--- config.mk ---
export PLATFORM = sky130hd
export DESIGN_NAME = sdram_init_flat
export DESIGN_NICKNAME = d
export VERILOG_FILES = /design/src/rtl/sdram_pkg.sv /design/src/rtl/sdram_init_if.sv /design/src/rtl/sdram_nop_timer.sv /design/src/rtl/sdram_init.sv /design/src/flat_wrapper.sv
export SDC_FILE = /design/constraint.sdc
export NUM_CORES = 1
export LEC_CHECK = 0
export BUFFER_PORTS_ARGS = -buffer_cell sky130_fd_sc_hd__buf_2
export CORE_UTILIZATION = 56
export CTS_CLUSTER_DIAMETER = 60
export DETAILED_ROUTE_END_ITERATION = 8
export PLACE_DENSITY = 0.79
export SYNTH_ARGS = -nofsm -noshare
export SYNTH_HDL_FRONTEND = slang
export SYNTH_SLANG_ARGS = --single-unit
export TNS_END_PERCENT = 100
--- constraint.sdc ---
create_clock -name iclk -period 3.15 [get_ports iclk]
set_clock_uncertainty 0.05 [all_clocks]
set_input_delay 0.1575 -clock iclk [delete_from_list [all_inputs] [get_ports iclk]]
set_output_delay 0.1575 -clock iclk [all_outputs]
set_load 0.01 [all_outputs]
--- src/rtl/sdram_pkg.sv ---
// Shared SDRAM definitions: command encodings, default timing, mode-register fields.
// Imported by the init, write and read stages.
package sdram_pkg;

    typedef logic [3:0] sdram_cmd_t;  // {CS_N, RAS_N, CAS_N, WE_N}

    localparam sdram_cmd_t CMD_NOP       = 4'b0111;
    localparam sdram_cmd_t CMD_ACTIVE    = 4'b0011;
    localparam sdram_cmd_t CMD_READ      = 4'b0101;
    localparam sdram_cmd_t CMD_WRITE     = 4'b0100;
    localparam sdram_cmd_t CMD_PRECHARGE = 4'b0010;
    localparam sdram_cmd_t CMD_REFRESH   = 4'b0001;
    localparam sdram_cmd_t CMD_LOAD_MODE = 4'b0000;

    localparam int DEF_POWERUP_CYCLES = 5000;  // 100 us at 50 MHz
    localparam int DEF_TRP_CYCLES     = 2;
    localparam int DEF_TRFC_CYCLES    = 7;
    localparam int DEF_REFRESH_COUNT  = 2;
    localparam int DEF_TMRD_CYCLES    = 2;

    localparam logic [12:0] PRECHARGE_ALL_ADDR = 13'h0400;  // A10 selects all banks

    localparam logic [2:0] MR_BL_1      = 3'b000;
    localparam logic       MR_BT_SEQ    = 1'b0;
    localparam logic [2:0] MR_CL_2      = 3'b010;
    localparam logic [2:0] MR_CL_3      = 3'b011;
    localparam logic       MR_WB_BURST  = 1'b0;
    localparam logic       MR_WB_SINGLE = 1'b1;

    function automatic logic [12:0] mode_word(input logic [2:0] bl, input logic bt,
                                              input logic [2:0] cl, input logic wb);
        return {3'b000, wb, 2'b00, cl, bt, bl};
    endfunction

    localparam logic [12:0] DEF_MODE_REG = mode_word(MR_BL_1, MR_BT_SEQ, MR_CL_2, MR_WB_SINGLE);

    typedef enum logic [7:0] {
        ST_WAIT      = 8'b0000_0001,
        ST_PRECHARGE = 8'b0000_0010,
        ST_TRP       = 8'b0000_0100,
        ST_REFRESH   = 8'b0000_1000,
        ST_TRFC      = 8'b0001_0000,
        ST_LOAD      = 8'b0010_0000,
        ST_TMRD      = 8'b0100_0000,
        ST_DONE      = 8'b1000_0000
    } init_state_t;

endpackage

--- src/rtl/sdram_init_if.sv ---
// SDRAM command/address pins as seen by one sequencing stage.
interface sdram_init_if;
    logic        DRAM_CLK;
    logic        DRAM_CKE;
    logic [12:0] DRAM_ADDR;
    logic [1:0]  DRAM_BA;
    logic        DRAM_CS_N;
    logic        DRAM_RAS_N;
    logic        DRAM_CAS_N;
    logic        DRAM_WE_N;
    logic        DRAM_LDQM;
    logic        DRAM_UDQM;

    modport master (output DRAM_CLK, DRAM_CKE, DRAM_ADDR, DRAM_BA, DRAM_CS_N, DRAM_RAS_N,
                           DRAM_CAS_N, DRAM_WE_N, DRAM_LDQM, DRAM_UDQM);
    modport slave  (input  DRAM_CLK, DRAM_CKE, DRAM_ADDR, DRAM_BA, DRAM_CS_N, DRAM_RAS_N,
                           DRAM_CAS_N, DRAM_WE_N, DRAM_LDQM, DRAM_UDQM);
endinterface

--- src/rtl/sdram_nop_timer.sv ---
// Loadable down-counter; odone is high while the count sits at zero, so a
// caller that reloads on every done sees it for exactly one cycle per load.
module sdram_nop_timer #(
    parameter int WIDTH = 4
) (
    input  logic             iclk,
    input  logic             iload,
    input  logic [WIDTH-1:0] iload_val,
    output logic             odone
);
    logic [WIDTH-1:0] count;

    always_ff @(posedge iclk) begin
        if (iload)
            count <= iload_val;
        else if (count != '0)
            count <= count - 1'b1;
    end

    assign odone = (count == '0);
endmodule

--- src/rtl/sdram_init.sv ---
// SDRAM power-up sequencer: wait, PRECHARGE ALL, N x AUTO REFRESH, LOAD MODE, done.
// Moore one-hot FSM; bus outputs decode from the current state only.
module sdram_init
    import sdram_pkg::*;
#(
    parameter int          POWERUP_CYCLES = DEF_POWERUP_CYCLES,
    parameter int          TRP_CYCLES     = DEF_TRP_CYCLES,
    parameter int          TRFC_CYCLES    = DEF_TRFC_CYCLES,
    parameter int          REFRESH_COUNT  = DEF_REFRESH_COUNT,
    parameter int          TMRD_CYCLES    = DEF_TMRD_CYCLES,
    parameter logic [12:0] MODE_REG       = DEF_MODE_REG
) (
    input  logic         iclk,
    input  logic         ireset,
    output logic         oinit_fin,
    sdram_init_if.master dram
);
    localparam int DW = $clog2(POWERUP_CYCLES + 1);
    localparam int RW = $clog2(REFRESH_COUNT + 1);
    localparam logic [RW-1:0] REF_TOTAL = RW'(REFRESH_COUNT);

    init_state_t   state, state_n;
    logic [RW-1:0] ref_cnt;
    logic          tmr_load, tmr_done;
    logic [DW-1:0] tmr_val;
    sdram_cmd_t    cmd;
    logic [12:0]   addr;

    sdram_nop_timer #(.WIDTH(DW)) u_timer (
        .iclk      (iclk),
        .iload     (tmr_load),
        .iload_val (tmr_val),
        .odone     (tmr_done)
    );

    always_ff @(posedge iclk) begin
        if (ireset) begin
            state   <= ST_WAIT;
            ref_cnt <= '0;
        end else begin
            state <= state_n;
            if (state == ST_REFRESH)
                ref_cnt <= ref_cnt + 1'b1;
        end
    end

    always_comb begin
        state_n = state;
        cmd     = CMD_NOP;
        addr    = '0;
        case (state)
            ST_WAIT:      if (tmr_done) state_n = ST_PRECHARGE;
            ST_PRECHARGE: begin
                cmd     = CMD_PRECHARGE;
                addr    = PRECHARGE_ALL_ADDR;
                state_n = ST_TRP;
            end
            ST_TRP:       if (tmr_done) state_n = ST_REFRESH;
            ST_REFRESH: begin
                cmd     = CMD_REFRESH;
                state_n = ST_TRFC;
            end
            ST_TRFC:      if (tmr_done) state_n = (ref_cnt < REF_TOTAL) ? ST_REFRESH : ST_LOAD;
            ST_LOAD: begin
                cmd     = CMD_LOAD_MODE;
                addr    = MODE_REG;
                state_n = ST_TMRD;
            end
            ST_TMRD:      if (tmr_done) state_n = ST_DONE;
            ST_DONE:      ;
            default:      state_n = ST_WAIT;
        endcase
    end

    // Reset is the WAIT entry: the extra count covers the cycle spent in
    // reset so PRECHARGE lands exactly POWERUP_CYCLES cycles after release.
    always_comb begin
        tmr_load = ireset || (state_n != state);
        tmr_val  = '0;
        if (ireset)
            tmr_val = DW'(POWERUP_CYCLES);
        else
            case (state_n)
                ST_TRP:  tmr_val = DW'(TRP_CYCLES - 1);
                ST_TRFC: tmr_val = DW'(TRFC_CYCLES - 1);
                ST_TMRD: tmr_val = DW'(TMRD_CYCLES - 1);
                default: tmr_val = '0;
            endcase
    end

    assign oinit_fin = (state == ST_DONE);

    assign dram.DRAM_CLK  = iclk;
    assign dram.DRAM_CKE  = 1'b1;
    assign dram.DRAM_ADDR = addr;
    assign dram.DRAM_BA   = 2'b00;
    assign {dram.DRAM_CS_N, dram.DRAM_RAS_N, dram.DRAM_CAS_N, dram.DRAM_WE_N} = cmd;
    assign dram.DRAM_LDQM = 1'b1;
    assign dram.DRAM_UDQM = 1'b1;
endmodule

--- src/flat_wrapper.sv ---
// flat-port wrapper written by rule: the top's interface ports become plain ports
module sdram_init_flat import sdram_pkg::*;
#(
    parameter int          POWERUP_CYCLES = DEF_POWERUP_CYCLES,
    parameter int          TRP_CYCLES     = DEF_TRP_CYCLES,
    parameter int          TRFC_CYCLES    = DEF_TRFC_CYCLES,
    parameter int          REFRESH_COUNT  = DEF_REFRESH_COUNT,
    parameter int          TMRD_CYCLES    = DEF_TMRD_CYCLES,
    parameter logic [12:0] MODE_REG       = DEF_MODE_REG
)
  (iclk, ireset, oinit_fin, dram_DRAM_CLK, dram_DRAM_CKE, dram_DRAM_ADDR, dram_DRAM_BA, dram_DRAM_CS_N, dram_DRAM_RAS_N, dram_DRAM_CAS_N, dram_DRAM_WE_N, dram_DRAM_LDQM, dram_DRAM_UDQM);
  sdram_init_if dram_i ();
  input  logic iclk;
  input  logic ireset;
  output logic oinit_fin;
  output wire logic [$bits(dram_i.DRAM_CLK)-1:0] dram_DRAM_CLK;
  output wire logic [$bits(dram_i.DRAM_CKE)-1:0] dram_DRAM_CKE;
  output wire logic [$bits(dram_i.DRAM_ADDR)-1:0] dram_DRAM_ADDR;
  output wire logic [$bits(dram_i.DRAM_BA)-1:0] dram_DRAM_BA;
  output wire logic [$bits(dram_i.DRAM_CS_N)-1:0] dram_DRAM_CS_N;
  output wire logic [$bits(dram_i.DRAM_RAS_N)-1:0] dram_DRAM_RAS_N;
  output wire logic [$bits(dram_i.DRAM_CAS_N)-1:0] dram_DRAM_CAS_N;
  output wire logic [$bits(dram_i.DRAM_WE_N)-1:0] dram_DRAM_WE_N;
  output wire logic [$bits(dram_i.DRAM_LDQM)-1:0] dram_DRAM_LDQM;
  output wire logic [$bits(dram_i.DRAM_UDQM)-1:0] dram_DRAM_UDQM;
  assign dram_DRAM_CLK = dram_i.DRAM_CLK;
  assign dram_DRAM_CKE = dram_i.DRAM_CKE;
  assign dram_DRAM_ADDR = dram_i.DRAM_ADDR;
  assign dram_DRAM_BA = dram_i.DRAM_BA;
  assign dram_DRAM_CS_N = dram_i.DRAM_CS_N;
  assign dram_DRAM_RAS_N = dram_i.DRAM_RAS_N;
  assign dram_DRAM_CAS_N = dram_i.DRAM_CAS_N;
  assign dram_DRAM_WE_N = dram_i.DRAM_WE_N;
  assign dram_DRAM_LDQM = dram_i.DRAM_LDQM;
  assign dram_DRAM_UDQM = dram_i.DRAM_UDQM;
  sdram_init #(.POWERUP_CYCLES(POWERUP_CYCLES), .TRP_CYCLES(TRP_CYCLES), .TRFC_CYCLES(TRFC_CYCLES), .REFRESH_COUNT(REFRESH_COUNT), .TMRD_CYCLES(TMRD_CYCLES), .MODE_REG(MODE_REG)) u_core (.iclk(iclk), .ireset(ireset), .oinit_fin(oinit_fin), .dram(dram_i));
endmodule
==> flow_metrics.env <==
export IMPL_status="finished clean"
export IMPL_seqPwrFrac=0.547
export IMPL_portBuffers=9
export IMPL_synth_cells=174
export IMPL_switching_share=0.286
export IMPL_rr_worst_depth=7
export IMPL_drt_iter0_drc=56
export IMPL_synth_cell_types=43
export IMPL_drive_above_1_share=0.151
export IMPL_cp_arrival_ns=2.68
export IMPL_synth_top_cell_area_share=0.247
export IMPL_leakagePower_nw=0.657
export IMPL_r2r_start="u_core.u_timer.count[2]"
export IMPL_grt_pass1_vias=1109
export IMPL_hold_path_class="input port to register"
export IMPL_rsz0062_at_grt="no"
export IMPL_clk_latency_ns=0.43
export IMPL_hold_viol=0
export IMPL_n_fill_cell=227
export IMPL_pin_count=26
export IMPL_synth_warnings=0
export IMPL_viasPerCell=5.88
export IMPL_area_growth_syn_to_layout_pct=0.713
export IMPL_pwr_share_comb=0.133
export IMPL_drv_cap=0
export IMPL_synthFlopType="edfxtp_1"
export IMPL_wl_per_cell_um=14.9
export IMPL_antenna_found_initial=0
export IMPL_fin_util=0.619
export IMPL_synth_seq_area_share=0.374
export IMPL_p_sw_w=0.000190
export IMPL_routed_wl_um=3120
export IMPL_cp_startpoint="u_core.u_timer.count[2]"
export IMPL_holdPathStages=2
export IMPL_post_route_period_util=0.830
export IMPL_core_area_um2=2570
export IMPL_cp_end_kind="register"
export IMPL_start_kind="register"
export IMPL_hold_buffers=0
export IMPL_initial_core_util=0.615
export IMPL_globalplace_congestion=0.809
export IMPL_powerDensity_nw_per_um2=419
export IMPL_die_area_um2=3040
export IMPL_max_freq_mhz=383
export IMPL_n_antenna_cell=0
export IMPL_worstSetupPathType="register to register"
export IMPL_rows=18
export IMPL_slew_violations=0
export IMPL_setup_viol=0
export IMPL_tns_ns=0
export IMPL_final_cell_mix="nor2_1 (19), conb_1 (16), edfxtp_1 (13)"
export IMPL_cts_resized=0
export IMPL_synth_edf_count=13
export IMPL_synth_seq_cells=23
export IMPL_r2r_end="u_core.u_timer.count[1]"
export IMPL_ir_worst_vdd_uv=309
export IMPL_clk_pin_slew_ns=0.12
export IMPL_final_antenna_net_count=0
export IMPL_placed_cell_area_um2=1540
export IMPL_cts_tree="done"
export IMPL_placed_cells=202
export IMPL_clkPwrFrac=0.319
export IMPL_synthArstFlopShare=0
export IMPL_final_nets=184
export IMPL_cp_max_fo=14
export IMPL_route_detailed_drc=0
export IMPL_dp_hpwl_um=2200
export IMPL_internal_power_w=0.000475
export IMPL_post_cts_buffers=0
export IMPL_fin_cells=209
export IMPL_grt_first_pass_wirelength_um=5180
export IMPL_grt_start_max_net_pins=17
export IMPL_die_y_um=55.1
export IMPL_required_ns=3.22
export IMPL_pre_cts_ws_ns=0.563
export IMPL_overflow=0
export IMPL_syn_avg_cell_area_um2=9.07
export IMPL_final_common_cell="nor2_1"
export IMPL_synth_top_cell_by_area="edfxtp_1"
export IMPL_fin_ws_ns=0.536
export IMPL_detail_route_first_pass_iterations=4
export IMPL_hold_end="u_core.state[6]"
export IMPL_syn_area_um2=1580
export IMPL_dr_total_vias=1229
export IMPL_synthTopCellsByArea="edfxtp_1 (25%), dfxtp_1 (13%), buf_4 (9.0%), xor2_1 (6.7%), nor2_1 (4.5%)"
export IMPL_r2r_slack_ns=0.54
export IMPL_fp_dieW_um=55.1
export IMPL_track_usage=0.248
export IMPL_period_needed_ns=2.61
export IMPL_hold_path_startpoint="ireset"
export IMPL_final_cell_area_um2=1590
-- power by group through the flow --
| stage | combinational [W] | clock (W) | sequential [W] |
|---|---|---|---|
| final | 0.0000887 | 0.000213 | 0.000364 |
| after global routing | 0.000101 | 0.000239 | 0.000368 |
| after CTS | 0.0000880 | 0.000222 | 0.000363 |
| after detailed placement | 0.0000873 | 0.0000192 | 0.000370 |
| after global placement | 0.0000822 | 0.0000192 | 0.000368 |
| after floorplan | 0.0000864 | 0.0000262 | 0.000363 |
-- how the worst max path moves through the flow --
stage / endpoint / slack [ns]
6_report: u_core.u_timer.count[1] / 0.54
5_1_grt: u_core.u_timer.count[4] / 0.31
4_1_cts: dram_DRAM_ADDR[5] / 0.52
3_5_place_dp: u_core.u_timer.count[10] / 0.56
3_3_place_gp: u_core.u_timer.count[10] / 0.71
2_1_floorplan: dram_DRAM_ADDR[9] / 0.87
-- routing by layer --
metal  global-route usage  vias to the layer above  share of wire
met4                0.121                        0          0.010
met5                    0                        -              0
met1                0.326                      582           0.46
met3               0.0656                        6          0.053
met2                0.376                       54           0.48
li1                     -                      587              -
-- final cells by class --
type / instances / area (µm²) / area share
flip-flops and latches: 23 / 591 / 0.371
multi-input cells: 132 / 833 / 0.524
inverters: 7 / 26.3 / 0.0165
well taps: 30 / 37.5 / 0.0236
clock buffers: 7 / 50.0 / 0.0315
repair buffers: 9 / 47.5 / 0.0299
clock inverters: 1 / 5.00 / 0.00315
-- state kept, by name (all words and copies together) (netlist names) --
signal and count:
u_core.state 8, u_core.ref_cnt 2, u_core.u_timer.count 13
-- synthesized netlist by cell type (all sizes together) (3+ instances only) --
master,n
nor3,7
dfxtp,10
o21ai,5
inv,7
a21oi,7
nand3b,3
buf,24
xor2,12
edfxtp,13
o211ai,3
nand3,4
nand2,10
nor4,8
nor2,19
o21bai,6
xnor2,6
-- logic make-up after synthesis --
kind of cell	share of synthesized area
buf+inv	0.132
simple gates	0.248
flops	0.374
fa+ha+maj	0.0158
other cells	0.00476
xor+xnor	0.0998
compound gates	0.105
mux	0.0206
-- worst max-delay path: stages (launching register included) --
cell      delay, ns
edfxtp_1       0.50
nor4_1         0.41
nand4_1        0.39
inv_1          0.20
o21ai_0        0.11
nand4_1        0.10
buf_4          0.20
or2_2          0.34
-- through the flow --
step	total power [W]	hold slack, ns
after floorplan	0.000475	0.183
after global placement	0.000469	0.208
after global routing	0.000708	0.00213
after detailed placement	0.000477	0.208
final	0.000666	0.0228
after CTS	0.000674	0.0120
No activity file was read; power rests on OpenSTA's default activity.
